--- config.mk ---
export PLATFORM = sky130hd
export DESIGN_NAME = fetch_unit
export DESIGN_NICKNAME = d
export VERILOG_FILES = /design/src/rtl/fetch_unit.sv
export SDC_FILE = /design/constraint.sdc
export NUM_CORES = 1
export LEC_CHECK = 0
export ABC_CLOCK_PERIOD_IN_PS = 29700
export BUFFER_PORTS_ARGS = -buffer_cell sky130_fd_sc_hd__buf_2
export CELL_PAD_IN_SITES_DETAIL_PLACEMENT = 0
export CELL_PAD_IN_SITES_GLOBAL_PLACEMENT = 2
export CORE_MARGIN = 4
export CORE_UTILIZATION = 47
export CTS_CLUSTER_DIAMETER = 120
export DETAILED_ROUTE_END_ITERATION = 10
export MAX_ROUTING_LAYER = met4
export PLACE_DENSITY = 0.88
export SYNTH_ARGS = -nofsm -noshare
export SYNTH_HDL_FRONTEND = slang
export SYNTH_SLANG_ARGS = --single-unit
--- constraint.sdc ---
create_clock -name clk -period 29.7 [get_ports clk]
set_input_delay 4.455 -clock clk [delete_from_list [all_inputs] [get_ports clk]]
set_output_delay 4.455 -clock clk [all_outputs]
set_load 0.005 [all_outputs]
--- src/rtl/fetch_unit.sv ---
`default_nettype none
// ============================================================================
// Module   : fetch_unit
// Purpose  : Instruction fetch stage. Reads the architectural PC from the
//            register file, issues single-word reads to instruction memory,
//            and buffers fetched words with their addresses in a small
//            circular prefetch queue for the decoder. Advances the PC through
//            the register file's increment strobe and discards in-flight and
//            queued words on a control-flow change (flush).
// Ports    : clk, rst            - clock, asynchronous active-high reset
//            pcin                - current PC from the register file
//            pcincr              - PC increment strobe to the register file
//            flush               - control-flow change pulse (PC write cycle)
//            halt                - blocks new memory requests
//            mem_addr/mem_req    - memory read request (held until ack)
//            mem_ack/mem_rdata   - memory acknowledge and read data
//            instr/instr_pc      - head-of-queue word and its address
//            instr_valid         - queue not empty
//            instr_ready         - decoder consumes the head entry
// Revision : 1.0 - initial release
// ============================================================================
module fetch_unit #(
  parameter int DEPTH = 4,
  parameter int PTRW  = 2
) (
  input  logic        clk,
  input  logic        rst,
  input  logic [31:0] pcin,
  output logic        pcincr,
  input  logic        flush,
  input  logic        halt,
  output logic [31:0] mem_addr,
  output logic        mem_req,
  input  logic        mem_ack,
  input  logic [31:0] mem_rdata,
  output logic [31:0] instr,
  output logic [31:0] instr_pc,
  output logic        instr_valid,
  input  logic        instr_ready
);

  typedef enum logic [1:0] {
    IDLE    = 2'd0,
    REQ     = 2'd1,
    WAIT_PC = 2'd2,
    DISCARD = 2'd3
  } state_t;

  localparam logic [PTRW:0]   c_depth   = (PTRW+1)'(DEPTH);
  localparam logic [PTRW:0]   c_cnt_one = 1;
  localparam logic [PTRW-1:0] c_ptr_one = 1;

  state_t        r_state;
  state_t        w_state_nxt;
  logic          r_pcincr;
  logic          w_pcincr_nxt;
  logic          w_req_nxt;
  logic [31:0]   w_addr_nxt;
  logic          w_push;
  logic          w_pop;
  logic          w_has_room;

  logic [31:0]   r_qdata [DEPTH];
  logic [31:0]   r_qpc   [DEPTH];
  logic [PTRW-1:0] r_wptr;
  logic [PTRW-1:0] r_rptr;
  logic [PTRW:0]   r_count;

  // The slot for the one outstanding request is reserved here, so a push
  // can never find the queue full.
  assign w_has_room  = (r_count < c_depth);
  assign instr_valid = (r_count != '0);
  assign instr       = r_qdata[r_rptr];
  assign instr_pc    = r_qpc[r_rptr];
  assign w_pop       = instr_valid && instr_ready;

  // The register file lets an increment override a same-cycle PC write, so
  // the strobe must be suppressed whenever a branch target is being written.
  assign pcincr = r_pcincr & ~flush;

  // ---------------------------------------------------------------- FSM
  always_ff @(posedge clk or posedge rst) begin
    if (rst) begin
      r_state  <= IDLE;
      mem_req  <= 1'b0;
      mem_addr <= '0;
      r_pcincr <= 1'b0;
    end else begin
      r_state  <= w_state_nxt;
      mem_req  <= w_req_nxt;
      mem_addr <= w_addr_nxt;
      r_pcincr <= w_pcincr_nxt;
    end
  end

  always_comb begin
    w_state_nxt  = r_state;
    w_req_nxt    = mem_req;
    w_addr_nxt   = mem_addr;
    w_pcincr_nxt = r_pcincr;
    w_push       = 1'b0;
    case (r_state)
      IDLE: begin
        if (!halt && !flush && w_has_room) begin
          w_addr_nxt  = pcin;
          w_req_nxt   = 1'b1;
          w_state_nxt = REQ;
        end
      end
      REQ: begin
        if (mem_ack) begin
          w_req_nxt = 1'b0;
          if (!flush) begin
            w_push       = 1'b1;
            w_pcincr_nxt = 1'b1;
            w_state_nxt  = WAIT_PC;
          end else begin
            w_state_nxt  = IDLE;
          end
        end else if (flush) begin
          // The memory still owes us an ack; wait for it and drop the data.
          w_state_nxt = DISCARD;
        end
      end
      WAIT_PC: begin
        // One cycle so the register file has incremented before the next
        // IDLE cycle samples pcin.
        w_pcincr_nxt = 1'b0;
        w_state_nxt  = IDLE;
      end
      DISCARD: begin
        if (mem_ack) begin
          w_req_nxt   = 1'b0;
          w_state_nxt = IDLE;
        end
      end
      default: begin
        w_state_nxt = IDLE;
      end
    endcase
  end

  // ------------------------------------------------------ prefetch queue
  always_ff @(posedge clk or posedge rst) begin
    if (rst) begin
      r_wptr  <= '0;
      r_rptr  <= '0;
      r_count <= '0;
      for (int i = 0; i < DEPTH; i++) begin
        r_qdata[i] <= '0;
        r_qpc[i]   <= '0;
      end
    end else if (flush) begin
      // A flush cancels any push or pop in the same cycle.
      r_wptr  <= '0;
      r_rptr  <= '0;
      r_count <= '0;
    end else begin
      if (w_push) begin
        r_qdata[r_wptr] <= mem_rdata;
        r_qpc[r_wptr]   <= mem_addr;
        r_wptr          <= r_wptr + c_ptr_one;
      end
      if (w_pop) begin
        r_rptr <= r_rptr + c_ptr_one;
      end
      case ({w_push, w_pop})
        2'b10:   r_count <= r_count + c_cnt_one;
        2'b01:   r_count <= r_count - c_cnt_one;
        default: r_count <= r_count;
      endcase
    end
  end

endmodule
`default_nettype wire

==> Implementation_results.wiki, run 1 <==
{| class="wikitable"
! Metric !! Value
|-
| Status || completed
|-
| Setup TNS Final || 0 ps
|-
| First-pass GRT wire length || 44100 um
|-
| Max IR drop VDD || 0.0451 mV
|-
| DRC || 0
|-
| Clock tree root buffer cell || clkbuf_16
|-
| Nets@finish || 993
|-
| Critical path peak fanout || 16
|-
| Max Slew Vio Count || 0
|-
| Delay-heaviest family, CP || buffers and inverters
|-
| Number of vias after detailed routing || 7062
|-
| Inserted Diodes || 0
|-
| CP max stage delay || 240 ps
|-
| Worst Path Required || 25240 ps
|-
| Synth Flop Type || dfrtp_1
|-
| Share of the yosys chip area belonging to registers || 0.535
|-
| Antenna violations before repair || 0
|-
| Area taken by flip-flops and latches || 7490 um2
|-
| Post-synth net total || 829
|-
| Die Span Y || 180 um
|-
| Footprint of the multi-input gates || 5930 um2
|-
| Static leakage || 8.11 nW
|-
| Min-delay worst type || flip-flop to flip-flop
|-
| Detailed Route Iter0 Violations || 408
|-
| RSZ-0062 raised after global routing || no
|-
| First-pass DRT Iterations || 4
|-
| Final Critical Period || 9360 ps
|-
| Crit path DAT || 4900 ps
|-
| Top area cells in the synthesized netlist || dfrtp_1 54%, mux2_4 22%, mux4_2 10%
|-
| Average detailed-routed wire length per instance || 20.0 um
|-
| Placeable Area || 29000 um2
|-
| Placed wire-length estimate after detailed placement || 15100 um
|-
| Worst path bufs/invs || 2
|-
| Synthesis-to-layout area growth || 13.9%
|-
| Via count of the first global-routing pass || 7931
|-
| Post-synthesis async set-or-reset flop share || 1.00
|-
| Library cells used by synthesis || 37
|-
| Number of synthesized flops with an enable pin || 0
|-
| Starting utilization of the core area || 0.482
|-
| Type of origin of the critical path || input port
|-
| Fraction of post-synthesis cell area in the top cell type by area || 0.535
|-
| Power density normalized to cell area || 79.1 nW/um2
|-
| Max-capacitance violation count || 0
|-
| Slew Limit Headroom || 0.285
|-
| Worst setup path class || input port to primary output
|-
| Clock-pin slew reported for the worst setup and hold paths after clock tree synthesis || 60 ps
|-
| Mean instance size in the synthesized netlist || 18.5 um2
|-
| Remaining antenna violation count || 0
|-
| H-tree depth || 2
|-
| Maximum clock rate || 0.107 GHz
|-
| Average via count per standard cell || 5.33
|-
| Hold Fails Final Rpt || 0
|-
| TritonCTS clock tree || done
|-
| Number of fill cells || 2338
|-
| Layout cell share with drive strength beyond 1 || 0.628
|-
| Setup violations, final || 0
|-
| Top-Level Pins || 169
|-
| Count of buffers added by post-CTS timing repair for setup || 0
|-
| Yosys reg bits || 299
|-
| Die span in x || 180 um
|-
| Actual slew at the worst max-slew pin || 1070 ps
|-
| CTS Sinks || 299
|-
| Number of buffers added on ports || 168
|-
| Yosys top cell by area || dfrtp_1
|-
| Cell Rows || 62
|-
| Total grt overflow || 0
|-
| Quantity of gates resized following cts || 0
|-
| Largest net degree at the start of global routing || 92
|-
| Total routing usage reported by global routing || 0.169
|-
| Most frequent cell on the critical path || buf_2
|-
| Post-place setup slack || 20330 ps
|-
| Slowest cell on the critical path || buf_2
|-
| Least setup slack across all paths after layout || 20340 ps
|-
| Critical Path Sink Type || primary output
|-
| Post-CTS Hold Buffers || 0
|-
| Die ar. || 32600 um2
|-
| Syn Std Cell Area || 14000 um2
|-
| Ordered cell list for the critical path || buf_2, nor2b_1, buf_2
|-
| Final worst path period share || 0.315
|-
| Synth warnings || 0
|-
| Total routed wirelength || 26400 um
|-
| Buffer levels on the longest clock path || 3
|-
| Number of standard cells after synthesis || 754
|-
| Clock latency on the worst-skew pair || 500 ps
|-
| Placer's final routability congestion estimate || 0.715
|-
| Fin Clk Skew || 12.4 ps
|-
| Clock buffers created by TritonCTS || 34
|}
metrics by stage:
stage	instance area [um2]	hold WS (ps)	util	instances	power [mW]
2_1_floorplan	14000	464	-	754	0.747
5_1_grt	15900	499	0.549	1325	1.33
3_3_place_gp	14800	466	0.510	1266	0.845
4_1_cts	15900	485	0.549	1325	1.28
3_5_place_dp	14800	461	0.510	1266	0.852
6_report	15900	481	0.549	1325	1.26
synth_stat cells, types with 4 or more instances:
cell type,number
buf_12,22
mux2_4,209
dfrtp_1,299
buf_2,20
inv_1,7
ha_1,4
mux2_2,79
o21ai_0,4
mux4_2,64
nor2_1,5
cell usage in the layout, fill, tap and decap left out, drive strengths merged, types with 4 or more instances in the layout:
master / count
dfrtp: 299
mux2: 288
buf: 173
mux4: 64
clkbuf: 46
clkinv: 9
inv: 8
nor2: 6
nand2: 6
o21ai: 4
ha: 4
flip-flops by register name (all words and copies together) (netlist names):
name      count
mem_req       1
r_rptr        2
r_count       3
r_qpc       128
r_state       2
mem_addr     32
r_pcincr      1
r_qdata     128
r_wptr        2
per-layer routing:
layer,routed length (um),GRT usage,part of all wire,up-vias
li1,-,-,-,3120
met5,0,-,0,-
met3,1250,0.0333,0.047,42
met1,12800,0.245,0.48,3742
met2,11900,0.248,0.45,158
met4,494,0.0417,0.019,0
layout make-up:
class,instances,area share
Inverter,7,0.00212
Timing Repair Buffer,173,0.0551
Clock buffer,46,0.0613
Multi-Input combinational cell,403,0.372
Tap cell,384,0.0302
Clock inverter,13,0.00903
Sequential cell,299,0.470
logic make-up after synthesis:
group	after synthesis	synth area share
multiplexers	355	0.393
flip-flops	299	0.535
buffers and inverters	52	0.0416
AND/OR/NAND/NOR	28	0.0173
AO/OA/AOI/OAI	10	0.00474
XOR/XNOR	5	0.00313
adder cells (fa/ha/maj)	5	0.00501
worst register-to-register path: stages, from the launching register on:
cell and delay [ps]:
dfrtp_1 550, and4bb_4 510, nand2_4 640, mux2_2 560
path summary, 6_finish.rpt:
path	cells after the start	slack (ps)	startpoint	to
min in group asynchronous	2	4050	rst	mem_addr[23]$_DFFE_PP0P_
max in group asynchronous	4	23420	rst	r_qdata[110]$_DFFE_PP0P_
max	3	20340	flush	pcincr
min reg2reg	1	480	mem_req$_DFFE_PP0P_	mem_req$_DFFE_PP0P_
max reg2reg	3	27320	r_state[0]$_DFFE_PP0P_	r_qdata[4]$_DFFE_PP0P_
min	1	480	mem_req$_DFFE_PP0P_	mem_req$_DFFE_PP0P_
where the power goes:
group / switching (mW) / internal (mW)
logic: 0.0885 / 0.196
registers: 0.0655 / 0.492
clock network: 0.161 / 0.256
total: 0.315 / 0.945
Power figures use the tool's default switching activity.
==> run 2, diff against run 1 <==
==> config.mk (replaced) <==
export PLATFORM = sky130hd
export DESIGN_NAME = fetch_unit
export DESIGN_NICKNAME = d
export VERILOG_FILES = /design/src/rtl/fetch_unit.sv
export SDC_FILE = /design/constraint.sdc
export NUM_CORES = 1
export LEC_CHECK = 0
export ABC_AREA = 1
export ABC_CLOCK_PERIOD_IN_PS = 7800
export BUFFER_PORTS_ARGS = -buffer_cell sky130_fd_sc_hd__buf_2
export CELL_PAD_IN_SITES_DETAIL_PLACEMENT = 0
export CELL_PAD_IN_SITES_GLOBAL_PLACEMENT = 2
export CORE_MARGIN = 4
export CORE_UTILIZATION = 32
export CTS_CLUSTER_DIAMETER = 120
export DETAILED_ROUTE_END_ITERATION = 10
export MAX_ROUTING_LAYER = met4
export PLACE_DENSITY = 0.79
export SYNTH_ARGS = -nofsm -noshare
export SYNTH_HDL_FRONTEND = slang
export SYNTH_SLANG_ARGS = --single-unit
==> constraint.sdc (replaced) <==
create_clock -name clk -period 7.8 [get_ports clk]
set_input_delay 1.17 -clock clk [delete_from_list [all_inputs] [get_ports clk]]
set_output_delay 1.17 -clock clk [all_outputs]
set_load 0.005 [all_outputs]
==> run 2 against run 1 <==
Effect of this change: sequential power grew to 4.4 times the previous value; wire length increased by 31%; count of clock-buffer cells in the layout up 7; critical endpoint is now instr[15]; register-to-register slack lost 22000 ps; first-iteration DRC count rose by 68%.
==> Implementation_results.wiki, run 2 <==
{| class="wikitable"
! Metric !! Value
|-
| Status || completed
|-
| Area taken by flip-flops and latches || 7490 um2
|-
| Die span in x || 207 um
|-
| Number of fill cells || 4104
|-
| Die Span Y || 207 um
|-
| Starting utilization of the core area || 0.325
|-
| Number of synthesized flops with an enable pin || 0
|-
| Number of standard cells after synthesis || 1444
|-
| Most frequent cells after synthesis || 388 x o21ai_0, 299 x dfrtp_1, 287 x nand2_1
|-
| Post-CTS Hold Buffers || 0
|-
| Total routed wirelength || 34600 um
|-
| Largest net degree at the start of global routing || 170
|-
| Fin Hold WS || 477 ps
|-
| Count of cells along the worst register-to-register path || 7
|-
| Fraction of post-synthesis cell area in the top cell type by area || 0.591
|-
| Area share of fa/ha/maj cells after synthesis || 0.00553
|-
| Multiplexer fraction of the synthesized cell area || 0
|-
| Layout cell share with drive strength beyond 1 || 0.156
|-
| Post-synth net total || 1519
|-
| Detailed Route Iter0 Violations || 686
|-
| Register-to-register setup slack || 5540 ps
|-
| Launch point of the critical path || r_rptr[0]$_DFFE_PP0P_
|-
| Ordered cell list for the critical path || inv_4, buf_4, o21ai_0, o22ai_1, buf_2
|-
| Footprint of the multi-input gates || 4410 um2
|-
| Clock latency on the worst-skew pair || 530 ps
|-
| Buffer levels on the longest clock path || 3
|-
| Fraction of the mapped netlist area in simple logic gates || 0.141
|-
| Mean instance size in the synthesized netlist || 8.77 um2
|-
| Synth warnings || 0
|-
| Critical Path Sink Type || primary output
|-
| Top-Level Pins || 169
|-
| Hold Fails Final Rpt || 0
|-
| Worst setup path class || flip-flop to primary output
|-
| Slew Limit Headroom || 0.293
|-
| Static leakage || 7.39 nW
|-
| Top area cells in the synthesized netlist || dfrtp_1 59%, o21ai_0 15%, nand2_1 8.5%
|-
| Dominant combinational cell family by area after synthesis || compound AO/OA/AOI/OAI gates
|-
| Xor/xnor cell area share of the yosys netlist || 0.000692
|-
| Worst path bufs/invs || 3
|-
| Setup TNS Final || 0 ps
|-
| Critical path peak fanout || 68
|-
| Clock tree root buffer cell || clkbuf_16
|-
| Post-place setup slack || 3960 ps
|-
| Max-capacitance violation count || 0
|-
| Clock buffers created by TritonCTS || 37
|-
| Cell Rows || 72
|-
| Placeable Area || 38900 um2
|-
| Die ar. || 42800 um2
|-
| Nets@finish || 1633
|-
| Number of buffers added on ports || 168
|-
| Slowest cell on the critical path || dfrtp_4
|-
| Synth Area in Compound Gates || 0.199
|-
| Capturing element of the worst setup path || instr[15]
|-
| Max Slew Vio Count || 0
|-
| Most common library cell in the layout ignoring fill and taps || o21ai_0
|-
| DRC || 0
|-
| Min-delay worst type || flip-flop to flip-flop
|-
| Largest registers ranked by flip-flop count || r_qdata: 128 flops, r_qpc: 128 flops, mem_addr: 32 flops
|-
| Total routing usage reported by global routing || 0.169
|-
| Synth Flop Type || dfrtp_1
|-
| Setup violations, final || 0
|-
| Worst Path Required || 6630 ps
|-
| Library cells used by synthesis || 22
|-
| Number of vias after detailed routing || 10225
|-
| CTS Sinks || 299
|-
| Yosys top cell by area || dfrtp_1
|-
| CP Depth || 5
|-
| Power density normalized to cell area || 393 nW/um2
|-
| Syn Std Cell Area || 12700 um2
|-
| Share of the yosys chip area belonging to registers || 0.591
|-
| Placer's final routability congestion estimate || 0.737
|-
| Final Critical Period || 4350 ps
|-
| TritonCTS clock tree || done
|-
| Maximum clock rate || 0.230 GHz
|-
| First-pass GRT wire length || 56600 um
|-
| Antenna violations before repair || 1
|-
| Actual slew at the worst max-slew pin || 1060 ps
|-
| Via count of the first global-routing pass || 10285
|-
| Clock-pin slew reported for the worst setup and hold paths after clock tree synthesis || 60 ps
|-
| Cell with the most instances after synthesis || o21ai_0
|-
| Synthesis-to-layout area growth || 18.2%
|-
| Total grt overflow || 0
|-
| Placed wire-length estimate after detailed placement || 20400 um
|-
| Startpoint of the most critical register-to-register path || r_state[1]$_DFFE_PP0P_
|-
| Remaining antenna violation count || 0
|-
| Type of origin of the critical path || flip-flop
|-
| CP max stage delay || 720 ps
|-
| Crit path DAT || 3180 ps
|-
| Count of buffers added by post-CTS timing repair for setup || 0
|-
| Least setup slack across all paths after layout || 3450 ps
|-
| Most frequent cells in the layout || 388 x o21ai_0, 297 x dfrtp_1, 283 x nand2_1
|-
| Final worst path period share || 0.557
|-
| Critical register-to-register path endpoint || r_qdata[66]$_DFFE_PP0P_
|-
| RSZ-0062 raised after global routing || no
|-
| Post-synthesis async set-or-reset flop share || 1.00
|-
| First-pass DRT Iterations || 5
|-
| H-tree depth || 2
|-
| Fin Clk Skew || 16.0 ps
|-
| Delay-heaviest family, CP || buffers and inverters
|-
| Yosys reg bits || 299
|-
| Average detailed-routed wire length per instance || 16.5 um
|-
| Max IR drop VDD || 0.144 mV
|-
| Quantity of gates resized following cts || 0
|-
| Average via count per standard cell || 4.86
|-
| Final core utilization || 0.385
|}
[run 2: changes by cell type after synthesis, moves of 24 or more]
| cell | previous run | this run |
|---|---|---|
| a21oi_1 | 1 | 33 |
| o22ai_1 | 0 | 64 |
| clkbuf_2 | 0 | 24 |
| inv_1 | 7 | 79 |
| o21ai_0 | 4 | 388 |
| nor2_1 | 5 | 169 |
| mux2_2 | 79 | 0 |
| mux4_2 | 64 | 0 |
| clkbuf_1 | 2 | 38 |
| nand2_1 | 2 | 287 |
| mux2_4 | 209 | 0 |
[run 2: final cells by class]
| class | count | share of cell area |
|---|---|---|
| flip-flops and latches | 299 | 0.500 |
| clock buffers | 53 | 0.0721 |
| multi-input cells | 960 | 0.295 |
| well taps | 518 | 0.0433 |
| diodes | 1 | 0.000167 |
| clock inverters | 11 | 0.00594 |
| repair buffers | 180 | 0.0630 |
| inverters | 80 | 0.0205 |
[run 2: worst min path at each step]
stage / start / endpoint / slack, ps / depth (start not counted)
2_1_floorplan: r_qdata[63]$_DFFE_PP0P_ / r_qdata[63]$_DFFE_PP0P_ / 450 / 2
3_3_place_gp: r_qpc[66]$_DFFE_PP0P_ / r_qpc[66]$_DFFE_PP0P_ / 460 / 2
3_5_place_dp: r_qdata[53]$_DFFE_PP0P_ / r_qdata[53]$_DFFE_PP0P_ / 470 / 2
4_1_cts: r_qpc[83]$_DFFE_PP0P_ / r_qpc[83]$_DFFE_PP0P_ / 480 / 2
5_1_grt: r_qpc[55]$_DFFE_PP0P_ / r_qpc[55]$_DFFE_PP0P_ / 490 / 2
6_report: r_qpc[60]$_DFFE_PP0P_ / r_qpc[60]$_DFFE_PP0P_ / 480 / 2
[run 2: cell families (layout without fill, tap and decap cells)]
| logic type | Yosys count | count (layout) |
|---|---|---|
| AO/OA/AOI/OAI | 486 | 486 |
| XOR/XNOR | 1 | 1 |
| adder cells (fa/ha/maj) | 5 | 5 |
| buffers and inverters | 185 | 324 |
| flip-flops | 299 | 299 |
| other | 0 | 1 |
| AND/OR/NAND/NOR | 468 | 468 |
[run 2: per-layer routing]
layer | vias to the layer above | global-route usage | share of wire
li1 | 5013 | - | -
met5 | - | - | 0
met2 | 230 | 0.262 | 0.45
met4 | 0 | 0.0517 | 0.023
met3 | 56 | 0.0298 | 0.053
met1 | 4926 | 0.229 | 0.47
[run 2: metrics by stage]
stage                     cell area, um2  total power [mW]  instances
after floorplan                    12700              3.50       1444
after global placement             13800              4.27       2037
after detailed placement           13800              4.31       2037
after CTS                          15000              6.00       2101
after global routing               15000              6.38       2102
final                              15000              5.88       2102
[run 2: worst reg2reg max path, stage by stage (launching register included)]
cell and delay [ps]:
dfrtp_1 410, inv_1 120, nand2_1 100, nor2_4 310, nand2_4 330, buf_4 540
nand2_1 200, o21ai_0 90
[run 2: report_power, final]
group          internal, mW  switching (mW)  leakage [nW]
Sequential             2.11           0.323          3.88
Clock                 0.993           0.655         0.574
Combinational         0.716            1.09          2.94
Total                  3.82            2.07          7.39
==> run 3, diff against run 2 <==
--- a/config.mk
+++ b/config.mk
@@ -6,16 +6,16 @@
 export NUM_CORES = 1
 export LEC_CHECK = 0
 export ABC_AREA = 1
-export ABC_CLOCK_PERIOD_IN_PS = 7800
+export ABC_CLOCK_PERIOD_IN_PS = 4460
 export BUFFER_PORTS_ARGS = -buffer_cell sky130_fd_sc_hd__buf_2
 export CELL_PAD_IN_SITES_DETAIL_PLACEMENT = 0
 export CELL_PAD_IN_SITES_GLOBAL_PLACEMENT = 2
 export CORE_MARGIN = 4
-export CORE_UTILIZATION = 32
+export CORE_UTILIZATION = 35
 export CTS_CLUSTER_DIAMETER = 120
 export DETAILED_ROUTE_END_ITERATION = 10
 export MAX_ROUTING_LAYER = met4
-export PLACE_DENSITY = 0.79
+export PLACE_DENSITY = 0.82
 export SYNTH_ARGS = -nofsm -noshare
 export SYNTH_HDL_FRONTEND = slang
 export SYNTH_SLANG_ARGS = --single-unit
==> constraint.sdc (replaced) <==
create_clock -name clk -period 4.46 [get_ports clk]
set_input_delay 0.669 -clock clk [delete_from_list [all_inputs] [get_ports clk]]
set_output_delay 0.669 -clock clk [all_outputs]
set_load 0.005 [all_outputs]
==> run 3 against run 2 <==
Effect of this change: clock power is 76% higher; non-clock buffer count is 4 higher; register-to-register slack worse by 3400 ps; global-route usage is 1.1 points higher; combinational power is 76% higher; critical path depth is 1 lower; wire length is 1.6% lower; sequential share of layout area hardly changed; clock skew hardly changed; total power is 76% higher; setup slack worse by 2500 ps; flip-flop and latch count stayed put; critical endpoint is now instr[19]; largest cell class unchanged; highest routed layer unchanged.
==> Implementation_results.wiki, run 3 (synthesized netlist as in run 2, its figures left out) <==
{| class="wikitable"
! Metric !! Value
|-
| Most frequent cells in the layout || 388 x o21ai_0, 297 x dfrtp_1, 283 x nand2_1
|-
| Die Span Y || 198 um
|-
| Min-delay worst type || input port to asynchronous set/reset pin
|-
| Post-place setup slack || 1490 ps
|-
| Number of cells in the design after placement || 1984
|-
| Total grt overflow || 0
|-
| Critical Path Sink Type || primary output
|-
| Combinational group share of total power || 0.307
|-
| Nets@finish || 1635
|-
| First-pass DRT Iterations || 5
|-
| Portion of total power attributed to the clock network || 0.281
|-
| Max Slew Vio Count || 0
|-
| Max IR drop VDD || 0.279 mV
|-
| Largest net degree at the start of global routing || 102
|-
| Static leakage || 7.43 nW
|-
| Power density normalized to cell area || 691 nW/um2
|-
| Die ar. || 39300 um2
|-
| Cell Rows || 69
|-
| Status || completed
|-
| Launch point of the critical path || r_rptr[0]$_DFFE_PP0P_
|-
| Area taken by flip-flops and latches || 7490 um2
|-
| Sum of internal, switching and leakage power || 10.3 mW
|-
| Quantity of gates resized following cts || 0
|-
| Internal power || 6.74 mW
|-
| DRC || 0
|-
| Total routing usage reported by global routing || 0.180
|-
| Placeable Area || 35700 um2
|-
| CTS Sinks || 299
|-
| Hold Fails Final Rpt || 0
|-
| Remaining antenna violation count || 0
|-
| Layout cell share with drive strength beyond 1 || 0.158
|-
| TritonCTS clock tree || done
|-
| RSZ-0062 raised after global routing || no
|-
| Total routed wirelength || 34000 um
|-
| Startpoint of the most critical register-to-register path || r_state[1]$_DFFE_PP0P_
|-
| Most common library cell in the layout ignoring fill and taps || o21ai_0
|-
| Synthesis-to-layout area growth || 18.2%
|-
| Type of origin of the critical path || flip-flop
|-
| Worst setup path class || flip-flop to primary output
|-
| Least setup slack across all paths after layout || 939 ps
|-
| Fin Clk Skew || 16.5 ps
|-
| Max-capacitance violation count || 0
|-
| Final worst path period share || 0.790
|-
| Antenna violations before repair || 1
|-
| Number of vias after detailed routing || 10245
|-
| Maximum clock rate || 0.284 GHz
|-
| CP max stage delay || 910 ps
|-
| Clock tree root buffer cell || clkbuf_16
|-
| Largest registers ranked by flip-flop count || r_qdata: 128 flops, r_qpc: 128 flops, mem_addr: 32 flops
|-
| Clock buffers created by TritonCTS || 35
|-
| Final Critical Period || 3520 ps
|-
| Clock latency on the worst-skew pair || 510 ps
|-
| Count of buffers added by post-CTS timing repair for setup || 0
|-
| Detailed Route Iter0 Violations || 774
|-
| Reg power frac || 0.411
|-
| Clock-pin slew reported for the worst setup and hold paths after clock tree synthesis || 60 ps
|-
| Slew Limit Headroom || 0.348
|-
| Proportion of total power due to net switching || 0.348
|-
| Ordered cell list for the critical path || buf_4, o21ai_0, o22ai_1, buf_2
|-
| Average detailed-routed wire length per instance || 16.6 um
|-
| Crit path DAT || 2850 ps
|-
| Via count of the first global-routing pass || 10175
|-
| H-tree depth || 2
|-
| Buffer levels on the longest clock path || 3
|-
| Critical path peak fanout || 68
|-
| Average via count per standard cell || 5.00
|-
| Starting utilization of the core area || 0.355
|-
| Finished Layout Cells || 2049
|-
| Number of fill cells || 3696
|-
| Top-Level Pins || 169
|-
| Actual slew at the worst max-slew pin || 976 ps
|-
| Slowest cell on the critical path || dfrtp_4
|-
| Placed wire-length estimate after detailed placement || 19900 um
|-
| Die span in x || 198 um
|-
| Number of buffers added on ports || 168
|-
| Post-CTS Hold Buffers || 0
|-
| Footprint of the multi-input gates || 4410 um2
|-
| First-pass GRT wire length || 55700 um
|-
| Placer's final routability congestion estimate || 0.740
|-
| Switching power || 3.61 mW
|-
| Setup violations, final || 0
|-
| Worst Path Required || 3790 ps
|}
## run 3: cell count changes in the layout (fill, tap and decap cells not counted), moves of 2 or more
cell       delta
buf_12        +2
buf_4         +2
bufinv_16     +2
clkbuf_16     -4
clkbuf_8      +5
clkinv_2      -4
inv_6         +2
## run 3: worst paths after layout
path / end / slack [ps] / cells after the start
min in group clk: mem_addr[27]$_DFFE_PP0P_ / 400 / 3
setup reg to reg: r_qpc[73]$_DFFE_PP0P_ / 2110 / 7
hold reg to reg: r_qdata[69]$_DFFE_PP0P_ / 480 / 2
setup / recovery: instr[19] / 940 / 4
max in group asynchronous: mem_addr[24]$_DFFE_PP0P_ / 3140 / 3
hold / removal: r_qdata[54]$_DFFE_PP0P_ / 260 / 2
## run 3: cell type report
cell class                 count  share of cell area
sequential                   299               0.500
multi-input combinational    960               0.295
clock buffer                  53              0.0697
timing repair buffer         184              0.0667
tap                          461              0.0385
inverter                      80              0.0205
clock inverter                10             0.00928
antenna                        2            0.000334
## run 3: layer usage
layer	vias up	track usage	routed length (um)
met2	224	0.276	15300
met3	45	0.0315	1610
met5	-	-	0
met1	4950	0.253	16500
met4	0	0.0400	567
li1	5026	-	-
## run 3: critical path, delay by kind of cell, from the launching register on
family | cells | cell delay (ps)
buf+inv | 2 | 900
compound gates | 2 | 470
flops | 1 | 910
## run 3: metrics by stage
stage               area (um2)  TNS, ps  utilization  hold slack (ps)
finish                   15000        0        0.420              259
floorplan                12700   -54440            -              448
global placement         13800        0        0.386              461
global route             15000        0        0.420              281
CTS                      15000        0        0.420              259
detailed placement       13800        0        0.386              468
## run 3: power by group through the flow
stage                     registers (mW)  logic, mW  clock network [mW]
after floorplan                     4.12       2.01                   0
after global placement              4.27       3.22                   0
after global routing                4.39       3.72                3.13
after CTS                           4.25       3.27                3.00
final                               4.26       3.18                2.91
after detailed placement            4.29       3.26                   0
